### config.mk
export PLATFORM = sky130hd
export DESIGN_NAME = layer_controller
export DESIGN_NICKNAME = d
export VERILOG_FILES = /design/src/rtl/layer_controller.sv
export SDC_FILE = /design/constraint.sdc
export NUM_CORES = 1
export LEC_CHECK = 0
export ABC_AREA = 1
export CAP_MARGIN = 5
export CORE_MARGIN = 8
export CORE_UTILIZATION = 38
export CTS_BUF_LIST = sky130_fd_sc_hd__clkbuf_4
export CTS_CLUSTER_DIAMETER = 40
export DETAILED_ROUTE_END_ITERATION = 12
export PLACE_DENSITY = 0.65
export SLEW_MARGIN = 5
export SYNTH_ARGS = -nofsm -noshare
export SYNTH_HDL_FRONTEND = slang
export SYNTH_SLANG_ARGS = --single-unit
### constraint.sdc
create_clock -name clk -period 2.02 [get_ports clk]
set_input_delay 0.404 -clock clk [delete_from_list [all_inputs] [get_ports clk]]
set_output_delay 0.404 -clock clk [all_outputs]
set_load 0.02 [all_outputs]
### src/rtl/layer_controller.sv
// Row sequencer for one fully-connected layer. It issues one multiplier job per output row,
// stores each row result, tracks per-row overflow and stops with an error if a row never completes.
module layer_controller #(
  parameter int NUM_ROWS = 10,
  parameter int TIMEOUT  = 512,
  parameter bit SATURATE = 1'b1
) (
  input  logic                clk,
  input  logic                n_rst,
  input  logic                start,
  input  logic                abort,
  input  logic                done_row,
  input  logic [15:0]         row_result,
  input  logic                overflow,
  output logic                begin_mult,
  output logic [3:0]          row_select,
  output logic                w_result_ena,
  output logic [3:0]          result_addr,
  output logic [15:0]         result_data,
  output logic                busy,
  output logic                layer_done,
  output logic                error,
  output logic [NUM_ROWS-1:0] overflow_flags
);

  localparam int              WD_W     = $clog2(TIMEOUT + 1);
  localparam logic [3:0]      LAST_ROW = 4'(NUM_ROWS - 1);
  localparam logic [WD_W-1:0] WD_LAST  = WD_W'(TIMEOUT - 1);

  typedef enum logic [2:0] {
    S_IDLE  = 3'd0,
    S_ISSUE = 3'd1,
    S_WAIT  = 3'd2,
    S_STORE = 3'd3,
    S_DONE  = 3'd4,
    S_ERROR = 3'd5
  } state_t;

  state_t              state_r;
  state_t              state_s;
  logic [3:0]          row_r;
  logic [WD_W-1:0]     wd_r;
  logic [15:0]         cap_result_r;
  logic                cap_ovf_r;
  logic [NUM_ROWS-1:0] flags_r;
  logic                launch_s;

  // A new layer may only be launched from IDLE or ERROR, and abort always wins.
  assign launch_s = start && !abort && (state_r == S_IDLE || state_r == S_ERROR);

  // Next-state logic; abort overrides every state.
  always_comb begin
    state_s = state_r;
    if (abort) begin
      state_s = S_IDLE;
    end else begin
      case (state_r)
        S_IDLE:  if (start) state_s = S_ISSUE; else state_s = S_IDLE;
        S_ISSUE: state_s = S_WAIT;
        S_WAIT: begin
          if (done_row)            state_s = S_STORE;
          else if (wd_r == WD_LAST) state_s = S_ERROR;
          else                     state_s = S_WAIT;
        end
        S_STORE: if (row_r == LAST_ROW) state_s = S_DONE; else state_s = S_ISSUE;
        S_DONE:  state_s = S_IDLE;
        S_ERROR: if (start) state_s = S_ISSUE; else state_s = S_ERROR;
        default: state_s = S_IDLE;
      endcase
    end
  end

  // State register.
  always_ff @(posedge clk or negedge n_rst) begin
    if (!n_rst) state_r <= S_IDLE;
    else        state_r <= state_s;
  end

  // Row counter, watchdog, capture registers and sticky overflow bits.
  always_ff @(posedge clk or negedge n_rst) begin
    if (!n_rst) begin
      row_r        <= 4'd0;
      wd_r         <= '0;
      cap_result_r <= 16'd0;
      cap_ovf_r    <= 1'b0;
      flags_r      <= '0;
    end else if (launch_s) begin
      row_r   <= 4'd0;
      flags_r <= '0;
    end else begin
      case (state_r)
        S_ISSUE: wd_r <= '0;
        S_WAIT: begin
          wd_r <= wd_r + WD_W'(1);
          // Capture is suppressed on abort so the kept overflow flags stay untouched.
          if (done_row && !abort) begin
            cap_result_r <= row_result;
            cap_ovf_r    <= overflow;
            if (overflow) flags_r[row_r] <= 1'b1;
          end
        end
        S_STORE: if (!abort && row_r != LAST_ROW) row_r <= row_r + 4'd1;
        default: row_r <= row_r;
      endcase
    end
  end

  // Outputs are decoded from state and registers only; nothing flows straight from an input.
  assign begin_mult     = (state_r == S_ISSUE);
  assign w_result_ena   = (state_r == S_STORE);
  assign layer_done     = (state_r == S_DONE);
  assign error          = (state_r == S_ERROR);
  assign busy           = (state_r != S_IDLE) && (state_r != S_ERROR);
  assign row_select     = row_r;
  assign result_addr    = row_r;
  assign result_data    = (SATURATE && cap_ovf_r) ? 16'hFFFF : cap_result_r;
  assign overflow_flags = flags_r;

endmodule

==> flow_metrics.tcl <==
set metrics [dict create \
    dpl_cell_area_um2 2970 \
    cts-root-buf "clkbuf_4" \
    hold_class "input port to asynchronous set/reset pin" \
    antenna_found_initial 0 \
    core_area_um2 5920 \
    num-fill-cells 570 \
    io_buffers 60 \
    start_util_pct 39.2 \
    path_depth 1 \
    tightest_slew_ps 518 \
    std_cell_rows 28 \
    switching_power_mw 0.958 \
    vias_per_cell 4.64 \
    worstSetupStartpoint "result_addr[2]$_DFFE_PN0P_" \
    finish.net_count 390 \
    clk_pin_slew_ps 130 \
    grt_use_total_pct 12.3 \
    drtIter0Drc 80 \
    netlist_area_um2 2320 \
    avgSynthCellArea_um2 7.68 \
    r2r-end "cap_result_r[12]$_DFFE_PN0P_" \
    fmax_mhz 517 \
    yosys.area.top_type "dfrtp_1" \
    synth_top_family_by_area "simple AND/OR/NAND/NOR gates" \
    setup_viol 0 \
    grt_max_degree 24 \
    rsz0062_at_grt "no" \
    slowest_stage "clkdlybuf4s50_1" \
    rrSetupSlack_ps 420 \
    grt_pass1_wl_mm 8.91 \
    combPwrFrac_pct 34.9 \
    drt-total-wl_mm 5.41 \
    drc 0 \
    wl_per_cell_um 12.3 \
    dr.pass1.iters 4 \
    ys_warn_count 0 \
    ir_drop_v 0.000468 \
    synth_commonest_cells "96 x nand2_1, 44 x dfrtp_1, 42 x inv_1" \
    worstSetupEndpoint "result_addr[2]" \
    slowest_delay_ps 660 \
    synthTopCellsByArea "dfrtp_1 47%, nand2_1 16%, inv_1 6.8%" \
    synth_mux_area_share_pct 0 \
    diodes 0 \
    grt_pass1_vias 1938 \
    period_share_pct 95.7 \
    synth-seq-cells 44 \
    drv_slew 0 \
    cp_data_arrival_time_ps 1530 \
    clkLatencyLatePin_ps 350 \
    route.vias.total 2033 \
    cp_cell_sequence "clkdlybuf4s50_1" \
    max_cap_violations 0 \
    dieArea_um2 8860 \
    yosysMostFrequentCell "nand2_1" \
    synth_edf_count 0 \
    fin_area_um2 3050 \
    pin_count 61 \
    area_delta_synth_final_pct 31.7 \
    drive_above_1_share_pct 10.5 \
    synth_compound_area_share_pct 9.12 \
    synthAdderAreaFrac_pct 2.70 \
    seq_power_share_pct 41.8 \
    async_flop_share_pct 100 \
    place_congestion 0.832 \
    status "finished clean" \
    crit_family "buffers and inverters" \
    switching_share_pct 33.9 \
    clockBufferDepth 2 \
    finClkSkew_ps 8.17 \
    p_clk_share_pct 23.3 \
    yosys.area_share.simple_pct 29.8 \
    critPathRequiredTime_ps 1620 \
    power_density_nw_per_um2 925 \
    p_int_mw 1.87 \
    cts_hold_buffers 0 \
    relSlewSlack_pct 65.5 \
    synth_top_area_share_pct 47.5 \
    hpwl_mm 4.04 \
    r2r_cells 8 \
    synthDistinctLibCells 25 \
    die_height_um 94.1 \
    r2r_start "state_r[2]$_DFF_PN0_" \
    drt.antenna.violating_nets 0 \
    start_kind "flip-flop" \
    ctsHtreeMaxLevel 2 \
    hold_violations 0 \
    cts.sinks 44 \
    fin_setup_tns_ps 0 \
    cts_tree "built" \
    fin_crit_ps 1930 \
    ys_seq_area_share_pct 47.5 \
    gr-total-overflow 0 \
    crit_buf_inv 1 \
    worstPathMaxFanout 9 \
    path_class "flip-flop to output port" \
    die_x_um 94.1 \
    synth_xor_area_share_pct 0.378 \
    netlist_instances 302 \
    leakagePower_nw 1.55 \
    hold_slack_ps 10.1 \
    synth_flop_cell "dfrtp_1" \
    end_kind "output port" \
    cts_buffers 5 \
    syn-num-nets 329 \
]
-- cells by family (layout without fill, tap and decap cells) --
group / after synthesis / after routing
AO/OA/AOI/OAI: 39 / 39
XOR/XNOR: 1 / 1
adder cells (fa/ha/maj): 5 / 5
AND/OR/NAND/NOR: 158 / 158
flip-flops: 44 / 44
buffers and inverters: 55 / 116
-- power groups by stage --
stage / Clock (mW) / Combinational, mW / Sequential, mW
after global placement: 0 / 1.12 / 1.20
after detailed placement: 0 / 1.14 / 1.20
after floorplan: 0 / 0.671 / 1.15
after global routing: 0.716 / 1.08 / 1.20
final: 0.659 / 0.987 / 1.18
after CTS: 0.689 / 1.01 / 1.18
-- layout make-up --
cell class | instances | area [µm²] | area share [%]
flip-flops and latches | 44 | 1100 | 36.1
clock buffers | 5 | 37.5 | 1.23
clock inverters | 2 | 60.1 | 1.97
inverters | 44 | 165 | 5.41
repair buffers | 65 | 616 | 20.2
multi-input cells | 203 | 980 | 32.1
well taps | 75 | 93.8 | 3.07
-- flip-flops by register name, indices dropped and copies added, names as in the netlist --
signal	cells
cap_ovf_r	1
cap_result_r	16
overflow_flags	10
result_addr	4
state_r	3
wd_r	10
-- how the worst min path moves through the flow --
stage,start,to,slack (ps),cells past startpoint
2_1_floorplan,n_rst,cap_ovf_r$_DFFE_PN0P_,110,0
3_3_place_gp,n_rst,result_addr[2]$_DFFE_PN0P_,410,1
3_5_place_dp,n_rst,result_addr[2]$_DFFE_PN0P_,410,1
4_1_cts,n_rst,cap_result_r[6]$_DFFE_PN0P_,7,1
5_1_grt,n_rst,cap_result_r[6]$_DFFE_PN0P_,20,1
6_report,n_rst,overflow_flags[0]$_DFFE_PN0P_,10,1
-- metal layers --
layer,vias to the layer above,GRT usage [%],wire length [µm]
met5,-,0,0
met4,0,4.36,71
met3,5,2.56,349
met2,57,20.2,2450
met1,920,15.6,2540
li1,1051,-,-
-- layout by cell type (no fill, tap or decap) --
cell,instances
clkbuf_4,5
buf_12,1
buf_4,4
o211ai_1,2
inv_1,42
inv_2,2
a31oi_1,3
dfrtp_1,43
a21oi_1,17
or2_2,16
nand2_1,96
nand3b_1,1
o21ai_0,13
xor2_1,1
buf_2,1
dfrtp_2,1
nor3_1,2
nand3_2,3
nor2_1,26
clkdlybuf4s50_1,38
bufinv_16,2
dlygate4sd2_1,20
o22ai_1,3
clkbuf_2,1
nand2_2,1
ha_1,5
nor2_8,1
a22o_1,1
nand3_1,8
nand4_1,4
-- through the flow --
| stage | utilization, % | total power [mW] | cells | setup WS (ps) |
|---|---|---|---|---|
| floorplan | - | 1.82 | 302 | 643 |
| global placement | 50.2 | 2.31 | 430 | 171 |
| detailed placement | 50.2 | 2.33 | 430 | 182 |
| CTS | 51.6 | 2.88 | 438 | 51.8 |
| global route | 51.6 | 2.99 | 438 | 11.1 |
| finish | 51.6 | 2.83 | 438 | 86.6 |
-- timing repair --
| action | in CTS | in global routing |
|---|---|---|
| hold endpoints to repair | 0 | 0 |
| cloned | 0 | 0 |
| buffers inserted | 1 | 0 |
| resized for setup | 22 | 3 |
| endpoints found under the setup margin | 21 | 2 |
(Power assumes the default switching activity.)
